`src/rtl/pipeline_memwb_skid_if.sv`:
```
// MEM->WB handshake and payload bundle for the MEM/WB skid register stage.
// slave is the stage itself; master is whoever drives MEM and consumes WB.
interface pipeline_memwb_skid_if #(
  parameter int unsigned WIDTH = 32,
  parameter int unsigned RD_W  = 5
);
  // upstream (MEM) side
  logic             in_valid;
  logic             in_ready;
  logic             flush;
  logic [WIDTH-1:0] ALUResultM;
  logic [WIDTH-1:0] ReadDataM;
  logic [WIDTH-1:0] PCPlus4M;
  logic [RD_W-1:0]  RdM;
  logic             RegWriteM;
  logic [1:0]       ResultSrcM;
  logic             WD3SrcM;

  // downstream (WB) side
  logic             out_valid;
  logic             out_ready;
  logic [WIDTH-1:0] ALUResultW;
  logic [WIDTH-1:0] ReadDataW;
  logic [WIDTH-1:0] PCPlus4W;
  logic [RD_W-1:0]  RdW;
  logic             RegWriteW;
  logic [1:0]       ResultSrcW;
  logic             WD3SrcW;

  modport slave (
    input  in_valid, flush, ALUResultM, ReadDataM, PCPlus4M, RdM,
           RegWriteM, ResultSrcM, WD3SrcM, out_ready,
    output in_ready, out_valid, ALUResultW, ReadDataW, PCPlus4W, RdW,
           RegWriteW, ResultSrcW, WD3SrcW
  );

  modport master (
    output in_valid, flush, ALUResultM, ReadDataM, PCPlus4M, RdM,
           RegWriteM, ResultSrcM, WD3SrcM, out_ready,
    input  in_ready, out_valid, ALUResultW, ReadDataW, PCPlus4W, RdW,
           RegWriteW, ResultSrcW, WD3SrcW
  );
endinterface

```
`src/rtl/pipeline_memwb_skid.sv`:
```
// MEM/WB pipeline register with a one-entry skid buffer: full throughput,
// one-cycle latency, and in_ready decoupled from out_ready by registering it.
module pipeline_memwb_skid #(
  parameter int unsigned WIDTH = 32,
  parameter int unsigned RD_W  = 5
) (
  input logic                  clk,
  input logic                  rst,
  pipeline_memwb_skid_if.slave bus
);

  typedef struct packed {
    logic [WIDTH-1:0] alu_result;
    logic [WIDTH-1:0] read_data;
    logic [WIDTH-1:0] pc_plus4;
    logic [RD_W-1:0]  rd;
    logic             reg_write;
    logic [1:0]       result_src;
    logic             wd3_src;
  } payload_t;

  typedef enum logic [1:0] {
    S_EMPTY = 2'd0,
    S_ONE   = 2'd1,
    S_FULL  = 2'd2
  } state_t;

  state_t   r_state;
  state_t   w_next;
  logic     r_in_ready;
  logic     r_out_valid;
  payload_t r_main;
  payload_t r_skid;
  payload_t w_in;

  logic w_accept;
  logic w_fire;
  logic w_load_main_in;
  logic w_load_main_skid;
  logic w_load_skid;
  logic w_clr_main;

  assign w_accept = bus.in_valid & r_in_ready;
  assign w_fire   = r_out_valid & bus.out_ready;

  // Incoming payload; writes to x0 are squashed at capture time.
  always_comb begin
    w_in            = '0;
    w_in.alu_result = bus.ALUResultM;
    w_in.read_data  = bus.ReadDataM;
    w_in.pc_plus4   = bus.PCPlus4M;
    w_in.rd         = bus.RdM;
    w_in.reg_write  = bus.RegWriteM & (bus.RdM != RD_W'(0));
    w_in.result_src = bus.ResultSrcM;
    w_in.wd3_src    = bus.WD3SrcM;
  end

  // State register together with the registered handshake outputs.
  always_ff @(posedge clk or posedge rst) begin
    if (rst) begin
      r_state     <= S_EMPTY;
      r_in_ready  <= 1'b1;
      r_out_valid <= 1'b0;
    end else begin
      r_state     <= w_next;
      r_in_ready  <= (w_next != S_FULL);
      r_out_valid <= (w_next != S_EMPTY);
    end
  end

  // Next-state and entry-load decode; flush overrides any accept/fire.
  always_comb begin
    w_next           = r_state;
    w_load_main_in   = 1'b0;
    w_load_main_skid = 1'b0;
    w_load_skid      = 1'b0;
    w_clr_main       = 1'b0;
    if (bus.flush) begin
      w_next     = S_EMPTY;
      w_clr_main = 1'b1;
    end else begin
      unique case (r_state)
        S_EMPTY: begin
          if (w_accept) begin
            w_next         = S_ONE;
            w_load_main_in = 1'b1;
          end
        end
        S_ONE: begin
          if (w_accept && w_fire) begin
            w_load_main_in = 1'b1;
          end else if (w_fire) begin
            w_next     = S_EMPTY;
            w_clr_main = 1'b1;
          end else if (w_accept) begin
            w_next      = S_FULL;
            w_load_skid = 1'b1;
          end
        end
        S_FULL: begin
          if (w_fire) begin
            w_next           = S_ONE;
            w_load_main_skid = 1'b1;
          end
        end
        default: begin
          w_next     = S_EMPTY;
          w_clr_main = 1'b1;
        end
      endcase
    end
  end

  // Payload entries; main is cleared of its write enable whenever it drains.
  always_ff @(posedge clk or posedge rst) begin
    if (rst) begin
      r_main <= '0;
      r_skid <= '0;
    end else begin
      if (w_load_main_in) begin
        r_main <= w_in;
      end else if (w_load_main_skid) begin
        r_main <= r_skid;
      end else if (w_clr_main) begin
        r_main.reg_write <= 1'b0;
      end
      if (w_load_skid) begin
        r_skid <= w_in;
      end
    end
  end

  assign bus.in_ready   = r_in_ready;
  assign bus.out_valid  = r_out_valid;
  assign bus.ALUResultW = r_main.alu_result;
  assign bus.ReadDataW  = r_main.read_data;
  assign bus.PCPlus4W   = r_main.pc_plus4;
  assign bus.RdW        = r_main.rd;
  assign bus.RegWriteW  = r_main.reg_write;
  assign bus.ResultSrcW = r_main.result_src;
  assign bus.WD3SrcW    = r_main.wd3_src;

endmodule

```
`src/flat_wrapper.sv`:
```
// flat-port wrapper written by rule: the top's interface ports become plain ports
module pipeline_memwb_skid_flat 
#(
  parameter int unsigned WIDTH = 32,
  parameter int unsigned RD_W  = 5
)
  (clk, rst, bus_in_valid, bus_flush, bus_ALUResultM, bus_ReadDataM, bus_PCPlus4M, bus_RdM, bus_RegWriteM, bus_ResultSrcM, bus_WD3SrcM, bus_out_ready, bus_in_ready, bus_out_valid, bus_ALUResultW, bus_ReadDataW, bus_PCPlus4W, bus_RdW, bus_RegWriteW, bus_ResultSrcW, bus_WD3SrcW);
  pipeline_memwb_skid_if #(.WIDTH(WIDTH), .RD_W(RD_W)) bus_i ();
  input logic clk;
  input logic rst;
  input wire logic [$bits(bus_i.in_valid)-1:0] bus_in_valid;
  input wire logic [$bits(bus_i.flush)-1:0] bus_flush;
  input wire logic [$bits(bus_i.ALUResultM)-1:0] bus_ALUResultM;
  input wire logic [$bits(bus_i.ReadDataM)-1:0] bus_ReadDataM;
  input wire logic [$bits(bus_i.PCPlus4M)-1:0] bus_PCPlus4M;
  input wire logic [$bits(bus_i.RdM)-1:0] bus_RdM;
  input wire logic [$bits(bus_i.RegWriteM)-1:0] bus_RegWriteM;
  input wire logic [$bits(bus_i.ResultSrcM)-1:0] bus_ResultSrcM;
  input wire logic [$bits(bus_i.WD3SrcM)-1:0] bus_WD3SrcM;
  input wire logic [$bits(bus_i.out_ready)-1:0] bus_out_ready;
  output wire logic [$bits(bus_i.in_ready)-1:0] bus_in_ready;
  output wire logic [$bits(bus_i.out_valid)-1:0] bus_out_valid;
  output wire logic [$bits(bus_i.ALUResultW)-1:0] bus_ALUResultW;
  output wire logic [$bits(bus_i.ReadDataW)-1:0] bus_ReadDataW;
  output wire logic [$bits(bus_i.PCPlus4W)-1:0] bus_PCPlus4W;
  output wire logic [$bits(bus_i.RdW)-1:0] bus_RdW;
  output wire logic [$bits(bus_i.RegWriteW)-1:0] bus_RegWriteW;
  output wire logic [$bits(bus_i.ResultSrcW)-1:0] bus_ResultSrcW;
  output wire logic [$bits(bus_i.WD3SrcW)-1:0] bus_WD3SrcW;
  assign bus_i.in_valid = bus_in_valid;
  assign bus_i.flush = bus_flush;
  assign bus_i.ALUResultM = bus_ALUResultM;
  assign bus_i.ReadDataM = bus_ReadDataM;
  assign bus_i.PCPlus4M = bus_PCPlus4M;
  assign bus_i.RdM = bus_RdM;
  assign bus_i.RegWriteM = bus_RegWriteM;
  assign bus_i.ResultSrcM = bus_ResultSrcM;
  assign bus_i.WD3SrcM = bus_WD3SrcM;
  assign bus_i.out_ready = bus_out_ready;
  assign bus_in_ready = bus_i.in_ready;
  assign bus_out_valid = bus_i.out_valid;
  assign bus_ALUResultW = bus_i.ALUResultW;
  assign bus_ReadDataW = bus_i.ReadDataW;
  assign bus_PCPlus4W = bus_i.PCPlus4W;
  assign bus_RdW = bus_i.RdW;
  assign bus_RegWriteW = bus_i.RegWriteW;
  assign bus_ResultSrcW = bus_i.ResultSrcW;
  assign bus_WD3SrcW = bus_i.WD3SrcW;
  pipeline_memwb_skid #(.WIDTH(WIDTH), .RD_W(RD_W)) u_core (.clk(clk), .rst(rst), .bus(bus_i));
endmodule
```
`config.mk`:
```
export PLATFORM = sky130hd
export DESIGN_NAME = pipeline_memwb_skid_flat
export DESIGN_NICKNAME = d
export VERILOG_FILES = /design/src/rtl/pipeline_memwb_skid_if.sv /design/src/rtl/pipeline_memwb_skid.sv /design/src/flat_wrapper.sv
export SDC_FILE = /design/constraint.sdc
export NUM_CORES = 1
export LEC_CHECK = 0
export ABC_AREA = 1
export CORE_MARGIN = 2
export CORE_UTILIZATION = 53
export CTS_CLUSTER_SIZE = 8
export DETAILED_ROUTE_END_ITERATION = 8
export GPL_ROUTABILITY_DRIVEN = 0
export PLACE_DENSITY_LB_ADDON = 0.25
export SLEW_MARGIN = 20
export SYNTH_ARGS = -nofsm -noshare
export SYNTH_HDL_FRONTEND = slang
export SYNTH_SLANG_ARGS = --single-unit
```
`constraint.sdc`:
```
create_clock -name clk -period 13.35 [get_ports clk]
set_clock_uncertainty 0.1 [all_clocks]
set_input_delay 3.3375 -clock clk [delete_from_list [all_inputs] [get_ports clk]]
set_output_delay 3.3375 -clock clk [all_outputs]
set_load 0.005 [all_outputs]
```
==> metrics.md, run 1 <==
| Metric | Value |
|---|---|
| Total power | `2.11 mW` |
| Clk slew on worst S/H paths | `0.05 ns` |
| Layout net count | `1,355` |
| CTS tree | `done` |
| Most common cell after layout, fill and taps aside | `nand2_1` |
| RSZ-0062 raised after global routing | `no` |
| CTS root buf | `clkbuf_16` |
| Vias in the first global route | `7,376` |
| DRT Wirelength | `22,100 um` |
| Leading area contributor after synthesis | `dfrtp_1` |
| Yosys reg bits | `214` |
| WL/cell | `15.0 um` |
| Setup Buffers After CTS | `0` |
| Post-synth top area share | `0.608` |
| Starting DRC count in detailed routing | `615` |
| # fillers | `1,268` |
| Top_reg_cell synth | `dfrtp_1` |
| Final WS setup | `7.95 ns` |
| CP required | `13.65 ns` |
| Clock latency on the worst-skew pair | `0.52 ns` |
| Top Ports | `217` |
| Ranking of synthesized cells by area | `dfrtp_1 61%, nand2_1 27%, nand3_1 6.2%` |
| HPWL after DPL | `13,100 um` |
| CTS max path bufs | `3` |
| Leak | `5.82 nW` |
| Rows | `47` |
| DR vias/cell | `5.10` |
| Final hold vios | `0` |
| Share of cells above drive strength 1 | `0.0382` |
| Resized cells post-CTS | `0` |
| Max Freq | `0.185 GHz` |
| Worst vdd ir | `0.114 mV` |
| Area growth, synth to finish | `34.3%` |
| Critical Path End Type | `flop` |
| DIE AREA | `17,600 um^2` |
| Worst Tran Pin Value | `0.936 ns` |
| Critical path launch point type | `input port` |
| Avg Inst Size Synth | `8.38 um^2` |
| Outcome | `finished, final reports clean` |
| Hold Buf Count CTS | `0` |
| Commonest non-fill, non-tap cells in the layout | `639 x nand2_1, 216 x clkdlybuf4s50_1, 213 x dfrtp_1` |
| CTS H-tree depth | `1` |
| Syn. warnings | `0` |
| Finished Layout Cells | `1,477` |
| Distinct cells, synth | `18` |
| Cell Area, Synth | `8770 um^2` |
| Sequential standard cell area | `5360 um^2` |
| Final ANT Viol Nets | `0` |
| Max-cap violation count | `0` |
| CTS Sinks | `214` |
| Vias | `7,532` |
| GRT overflow | `0` |
| Post-place setup slack | `7.43 ns` |
| Ant diodes | `0` |
| Die X | `133 um` |
| Largest net degree at the start of global routing | `140` |
| Sequential fraction of the synthesis area | `0.611` |
| Fin crit period | `5.40 ns` |
| Worst-path fanout max | `57` |
| Placed Cells | `1,433` |
| Buffers on Ports | `216` |
| Number of synthesized flops with an enable pin | `0` |
| Total track usage | `0.254` |
| TNS Setup | `0 ns` |
| Slew Limit Fails | `0` |
| CP arrival | `5.70 ns` |
| Relative slew slack | `0.376` |
| Final setup viols | `0` |
| Synth async-reset ratio | `1.00` |
| Footprint of the multi-input gates | `3020 um^2` |
| CTS Buf Count | `30` |
| Crit Path Category | `input port to flop` |
| DRC | `0` |
| Syn Inst Count | `1,046` |
| Net Count, Synth | `1,156` |
| Hold WC Path Type | `flop to flop` |
| Initial Utilization | `0.536` |
| Period utilization | `0.405` |
| Initial antenna violation count | `0` |
| Die height | `133 um` |
| Core Area | `16,300 um^2` |
| Pwr/cell area | `179 nW/um^2` |
| Fin Hold WS | `0.366 ns` |
| DR pass1 iterations | `5` |
| First-pass GRT wire length | `36,800 um` |
## cell usage after synthesis, types with 4 or more instances
| cell | instances |
|---|---|
| inv_2 | 5 |
| buf_4 | 8 |
| buf_6 | 10 |
| inv_1 | 9 |
| dfrtp_1 | 213 |
| nand3_1 | 108 |
| nand2_1 | 639 |
| buf_2 | 19 |
| nor2_1 | 8 |
| buf_1 | 4 |
| clkbuf_1 | 14 |
## registers in the layout (all words and copies together) (netlist names)
signal,count
u_core.bus.ALUResultW,32
u_core.bus.PCPlus4W,32
u_core.bus.RdW,5
u_core.bus.ReadDataW,32
u_core.bus.RegWriteW,1
u_core.bus.ResultSrcW,2
u_core.bus.WD3SrcW,1
u_core.bus.in_ready,1
u_core.bus.out_valid,1
u_core.r_skid,105
u_core.r_state,2
## worst max-delay path, cell delays in order
cell             delay (ns)
clkdlybuf4s50_1        0.49
nand2_1                0.09
inv_1                  0.11
nand2_1                0.10
nor2_4                 0.11
clkinv_2               0.61
buf_4                  0.59
nand2_1                0.13
nand2_1                0.07
## report_power, final
group	internal [mW]	total, mW	switching, mW	leakage, nW
Clock	0.421	0.678	0.257	0.403
Sequential	0.857	0.978	0.121	2.68
Combinational	0.251	0.453	0.202	2.73
Total	1.53	2.11	0.580	5.82
## layout make-up
| class | instances | share of cell area |
|---|---|---|
| Timing Repair Buffer | 222 | 0.188 |
| Tap cell | 220 | 0.0234 |
| Clock buffer | 44 | 0.0709 |
| Multi-Input combinational cell | 763 | 0.257 |
| Inverter | 14 | 0.00553 |
| Sequential cell | 214 | 0.455 |
## logic make-up (layout without fill, tap and decap cells)
kind of cell / Yosys count / in the layout / share of synthesized area
compound gates: 4 / 4 / 0.00228
buf+inv: 69 / 280 / 0.0442
simple gates: 759 / 759 / 0.342
flops: 214 / 214 / 0.611
## per-stage QoR
step | cell area, um^2 | util
after CTS | 11800 | 0.719
after floorplan | 8770 | -
after global routing | 11800 | 0.720
final | 11800 | 0.720
after global placement | 10900 | 0.668
after detailed placement | 10900 | 0.668
## per-layer routing
| metal | up-vias | track usage | share of wire |
|---|---|---|---|
| met1 | 3591 | 0.355 | 0.43 |
| met4 | 0 | 0.0663 | 0.019 |
| met2 | 292 | 0.418 | 0.48 |
| li1 | 3614 | - | - |
| met3 | 35 | 0.0414 | 0.070 |
| met5 | - | 0 | 0 |
## worst paths after layout
| kind | start | endpoint | slack [ns] | cells past startpoint |
|---|---|---|---|---|
| min in group asynchronous | rst | u_core.bus.PCPlus4W[28] | 3.32 | 2 |
| max in group asynchronous | rst | u_core.bus.ALUResultW[28] | 8.28 | 3 |
| max reg2reg | u_core.bus.in_ready | u_core.r_skid[23] | 10.72 | 8 |
| min | u_core.r_skid[61] | u_core.r_skid[61] | 0.37 | 2 |
| min reg2reg | u_core.r_skid[61] | u_core.r_skid[61] | 0.37 | 2 |
| max | bus_in_valid | u_core.r_skid[23] | 7.95 | 9 |
(Power assumes the default switching activity.)
==> run 2, diff against run 1 <==
- CORE_UTILIZATION: 53 -> 49
- clock period: 13.35 -> 5.23 ns (I/O delays scaled with it)
==> run 2 against run 1 <==
Effect of this change:
- cell area increased by 0.49%
- count of clock-buffer cells in the layout is the same
- worst setup slack got worse by 5.9 ns
- sequential share of layout area decreased by 0.22 points
- register-to-register slack got worse by 7.9 ns
- clock power rose to 2.5 times the previous value
- non-clock buffer count increased by 5
- routed wire length increased by 0.16%
- global-route usage is 1.8 points lower
- largest cell class unchanged
==> metrics.md, run 2 (synthesis gave the netlist of run 1 again) <==
| Metric | Value |
|---|---|
| Outcome | `finished, final reports clean` |
| # fillers | `1,406 (+11%)` |
| CTS Buf Count | `30 (unchanged)` |
| Initial antenna violation count | `0 (unchanged)` |
| Hold Buf Count CTS | `0 (unchanged)` |
| Max-cap violation count | `0 (unchanged)` |
| Switching Fraction | `0.272 (-0.00271)` |
| Die height | `138 um (+3.9%)` |
| Share of cells above drive strength 1 | `0.0420 (+0.00381)` |
| Top reg by flops | `u_core.r_skid` |
| Final setup viols | `0 (unchanged)` |
| DR pass1 iterations | `5 (unchanged)` |
| DRC | `0 (unchanged)` |
| Period utilization | `0.601` |
| Reg-to-reg slack, setup | `2.83 ns (-7.89 ns)` |
| Finished Layout Cells | `1,487 (+0.68%)` |
| Area growth, synth to finish | `34.9%` |
| CP required | `5.53 ns (-8.12 ns)` |
| First-pass GRT wire length | `35,900 um (-2.3%)` |
| Core Area | `17,400 um^2 (+6.5%)` |
| Clk pwr share | `0.320 (-0.002)` |
| Pwr/cell area | `454 nW/um^2 (+150%)` |
| RSZ-0062 raised after global routing | `no` |
| WL/cell | `14.9 um (-0.51%)` |
| Clk slew on worst S/H paths | `0.05 ns (about the same)` |
| Total power | `5.37 mW (+150%)` |
| CTS Sinks | `214 (unchanged)` |
| Fin Hold WS | `0.368 ns (+0.00240 ns)` |
| Worst-path fanout max | `46 (-19%)` |
| Max Freq | `0.318 GHz` |
| Final WS setup | `2.09 ns (-5.86 ns)` |
| Logic pwr share | `0.215 (about the same)` |
| CTS H-tree depth | `1 (unchanged)` |
| DRT Wirelength | `22,100 um (+0.16%)` |
| Post-place setup slack | `1.59 ns (-5.84 ns)` |
| Buffers on Ports | `216 (unchanged)` |
| Layout net count | `1,360 (+0.37%)` |
| Finished Cell Area | `11,800 um^2 (+0.49%)` |
| DR vias/cell | `4.97 (-2.5%)` |
| Worst vdd ir | `0.304 mV (+170%)` |
| Leak | `5.85 nW (+0.43%)` |
| Hold WC Path Type | `flop to flop` |
| Placed Cells | `1,443 (+0.70%)` |
| Final hold vios | `0 (unchanged)` |
| Final Util | `0.679 (-0.0409)` |
| Rows | `48 (+2.1%)` |
| Final ANT Viol Nets | `0 (unchanged)` |
| Ant diodes | `0 (unchanged)` |
| Total track usage | `0.235 (-0.0184)` |
| Sequential share of power | `0.464 (about the same)` |
| Critical Path End Type | `flop` |
| P_int | `3.91 mW (+160%)` |
| Relative slew slack | `0.396 (+0.0194)` |
| Largest net degree at the start of global routing | `105 (-25%)` |
| HPWL after DPL | `13,500 um (+3.1%)` |
| Starting DRC count in detailed routing | `657 (+6.8%)` |
| Crit Path Category | `input port to flop` |
| Commonest non-fill, non-tap cells in the layout | `639 x nand2_1, 216 x clkdlybuf4s50_1, 213 x dfrtp_1` |
| Vias in the first global route | `7,218 (-2.1%)` |
| Max FFs per register | `105 (unchanged)` |
| Hold Path Cell Cnt | `2 (unchanged)` |
| Critical path launch point type | `input port` |
| Initial Utilization | `0.503 (-0.0329)` |
| CTS max path bufs | `3 (unchanged)` |
| CTS tree | `done` |
| CTS root buf | `clkbuf_16` |
| Cell Area, Placed | `11,000 um^2 (+0.59%)` |
| Worst Tran Pin Value | `0.905 ns (-0.0311 ns)` |
| Setup Buffers After CTS | `0 (unchanged)` |
| Die X | `138 um (+3.9%)` |
| Most common cell after layout, fill and taps aside | `nand2_1` |
| R2R depth | `8 (unchanged)` |
| Clock latency on the worst-skew pair | `0.52 ns (about the same)` |
| Fin crit period | `3.14 ns` |
| Resized cells post-CTS | `0 (unchanged)` |
| Top Ports | `217 (unchanged)` |
| CP arrival | `3.45 ns (-2.25 ns)` |
| TNS Setup | `0 ns (unchanged)` |
| Vias | `7,393 (-1.8%)` |
| Switch Pwr | `1.46 mW (+150%)` |
| Slew Limit Fails | `0 (unchanged)` |
| GRT overflow | `0 (unchanged)` |
| DIE AREA | `19,000 um^2 (+7.9%)` |
[run 2: critical path: stages]
cell and delay [ns]:
clkdlybuf4s50_1 0.45, nand2_1 0.16, nand2_2 0.11, nor2_4 0.14, clkinv_2 0.57, buf_4 0.51, nand2_1 0.12, nand2_1 0.06
[run 2: path summary, 6_finish.rpt]
path                                     start                        to
max in group asynchronous                  rst       u_core.bus.in_ready
min in group asynchronous                  rst  u_core.bus.ALUResultW[5]
setup / recovery                 bus_out_ready         u_core.r_skid[67]
hold reg to reg              u_core.r_skid[58]         u_core.r_skid[58]
setup reg to reg           u_core.bus.in_ready         u_core.r_skid[67]
hold / removal               u_core.r_skid[58]         u_core.r_skid[58]
[run 2: power groups by stage]
stage	registers (mW)	logic, mW	clock network, mW
3_5_place_dp	2.50	1.17	0
5_1_grt	2.55	1.31	1.83
3_3_place_gp	2.49	1.13	0
4_1_cts	2.49	1.18	1.75
6_report	2.49	1.16	1.72
2_1_floorplan	2.46	0.517	0
[run 2: cell type report]
type                            instances  area [um^2]  share of cell area
Timing Repair Buffer                  227         2270               0.192
Inverter                               14         61.3             0.00518
Multi-Input combinational cell        763         3020               0.255
Sequential cell                       214         5360               0.453
Clock buffer                           44          835              0.0706
Tap cell                              225          282              0.0238
[run 2: routing by layer]
metal | vias to the layer above | GRT usage | share of wire
met5 | - | 0 | 0
met4 | 0 | 0.0573 | 0.018
met3 | 32 | 0.0504 | 0.081
met2 | 267 | 0.372 | 0.46
met1 | 3462 | 0.335 | 0.44
li1 | 3632 | - | -
==> run 3, diff against run 2 <==
- clock period: 5.23 -> 3 ns (I/O delays scaled with it)
==> run 3 against run 2 <==
Effect of this change:
- cell area up 1.0%
- sequential power is 74% higher
- combinational power rose by 76%
- clock power is 76% higher
- hold slack got worse by 0.00054 ns
- routed wire length up 1.7%
- sequential share of layout area is 0.46 points lower
- non-clock buffer count up 3
- sequential cell count is the same
- die area is the same
- count of clock-buffer cells in the layout rose by 1
- via count increased by 0.81%
- highest routed layer unchanged
==> metrics.md, run 3 (synthesis gave the netlist of run 1 again) <==
| Metric | Value |
|---|---|
| Max FFs per register | `105 (unchanged)` |
| Buffers on Ports | `216 (unchanged)` |
| DR vias/cell | `5.00 (+0.54%)` |
| CTS H-tree depth | `1 (unchanged)` |
| Die X | `138 um (unchanged)` |
| Resized cells post-CTS | `0 (unchanged)` |
| HPWL after DPL | `13,500 um (+0.21%)` |
| Final setup viols | `0 (unchanged)` |
| Top Ports | `217 (unchanged)` |
| Ant diodes | `0 (unchanged)` |
| Outcome | `finished, final reports clean` |
| Crit Path Category | `flop to primary output` |
| Worst-path fanout max | `2 (-96%)` |
| Clock latency on the worst-skew pair | `0.52 ns (about the same)` |
| CP max-delay cell | `dfstp_2` |
| Vias | `7,453 (+0.81%)` |
| First-pass GRT wire length | `36,000 um (+0.31%)` |
| Leak | `5.89 nW (+0.82%)` |
| WL/cell | `15.1 um (+1.4%)` |
| Layout net count | `1,363 (+0.22%)` |
| CP required | `2.15 ns (-3.38 ns)` |
| Pwr/cell area | `787 nW/um^2 (+73%)` |
| Max incr delay on CP | `0.54 ns (-0.03 ns)` |
| CTS max path bufs | `3 (unchanged)` |
| Critical path, cell by cell | `clkdlybuf4s50_1` |
| Core Area | `17,400 um^2 (unchanged)` |
| Clk slew on worst S/H paths | `0.05 ns (about the same)` |
| Area growth, synth to finish | `36.3%` |
| Vias in the first global route | `7,244 (+0.36%)` |
| Max Freq | `0.412 GHz` |
| CTS root buf | `clkbuf_16` |
| DRC | `0 (unchanged)` |
| Starting DRC count in detailed routing | `459 (-30%)` |
| Commonest non-fill, non-tap cells in the layout | `639 x nand2_1, 216 x clkdlybuf4s50_1, 213 x dfrtp_1` |
| # fillers | `1,401 (-0.36%)` |
| CP arrival | `1.58 ns (-1.87 ns)` |
| CTS Buf Count | `30 (unchanged)` |
| DIE AREA | `19,000 um^2 (unchanged)` |
| Share of cells above drive strength 1 | `0.0442 (+0.00224)` |
| Fin crit period | `2.43 ns` |
| Worst vdd ir | `0.512 mV (+68%)` |
| Final ANT Viol Nets | `0 (unchanged)` |
| Total track usage | `0.239 (+0.00312)` |
| RSZ-0062 raised after global routing | `no` |
| CP bufs+invs | `1 (-2)` |
| Initial antenna violation count | `0 (unchanged)` |
| Post-place setup slack | `0.317 ns (-1.27 ns)` |
| Most common cell after layout, fill and taps aside | `nand2_1` |
| Period utilization | `0.809` |
| Critical path launch point type | `flop` |
| CTS tree | `done` |
| Top reg by flops | `u_core.r_skid` |
| DR pass1 iterations | `5 (unchanged)` |
| Final Util | `0.686 (+0.00704)` |
| Hold WC Path Type | `flop to flop` |
| Relative slew slack | `0.642 (+0.246)` |
| Die height | `138 um (unchanged)` |
| CTS Sinks | `214 (unchanged)` |
| Final WS setup | `0.574 ns (-1.51 ns)` |
| Critical Path End Type | `primary output` |
| Rows | `48 (unchanged)` |
| Final hold vios | `0 (unchanged)` |
| GRT overflow | `0 (unchanged)` |
| Hold Buf Count CTS | `0 (unchanged)` |
| DRT Wirelength | `22,500 um (+1.7%)` |
| Delay-heaviest family, CP | `flip-flops` |
| Slew Limit Fails | `0 (unchanged)` |
| Setup Buffers After CTS | `0 (unchanged)` |
| Worst Tran Pin Value | `0.537 ns (-0.367 ns)` |
| Max-cap violation count | `0 (unchanged)` |
| Initial Utilization | `0.503 (unchanged)` |
| Largest net degree at the start of global routing | `105 (unchanged)` |
run 3: per-layer routing:
metal,vias to the layer above,GRT usage,part of all wire
met5,-,0,0
met4,0,0.0510,0.012
met3,23,0.0467,0.082
met2,267,0.401,0.48
met1,3527,0.324,0.42
li1,3636,-,-
run 3: worst paths after layout:
kind / start / end / slack [ns] / cells after the start
worst max-delay path: u_core.bus.in_ready / bus_in_ready / 0.57 / 1
max in group asynchronous: rst / u_core.r_skid[55] / 1.73 / 3
worst max register to register: u_core.bus.in_ready / u_core.r_skid[3] / 1.08 / 7
worst min-delay path: u_core.r_skid[21] / u_core.r_skid[21] / 0.37 / 2
min in group asynchronous: rst / u_core.bus.ALUResultW[5] / 0.40 / 2
worst min register to register: u_core.r_skid[21] / u_core.r_skid[21] / 0.37 / 2
run 3: power by group:
part	leakage (nW)	switching (mW)	total (mW)	internal, mW
Combinational	2.81	0.898	2.04	1.14
Clock	0.405	1.14	3.02	1.88
Sequential	2.68	0.529	4.34	3.81
Total	5.89	2.57	9.40	6.84
run 3: final cells by class:
class / count / area (um^2) / share of cell area
Tap cell: 225 / 282 / 0.0236
Timing Repair Buffer: 230 / 2390 / 0.200
Clock buffer: 45 / 838 / 0.0701
Multi-Input combinational cell: 763 / 3020 / 0.253
Sequential cell: 214 / 5360 / 0.448
Inverter: 14 / 61.3 / 0.00513
run 3: stage by stage:
step | total power, mW | hold WS, ns | std cells | cell area (um^2) | setup TNS [ns]
CTS | 9.50 | 0.371 | 1491 | 12000 | 0
global route | 9.97 | 0.383 | 1491 | 12000 | 0
global placement | 6.33 | 0.353 | 1446 | 11100 | 0
finish | 9.40 | 0.368 | 1491 | 12000 | 0
detailed placement | 6.42 | 0.358 | 1446 | 11100 | 0
floorplan | 5.19 | 0.342 | 1046 | 8770 | -134.90
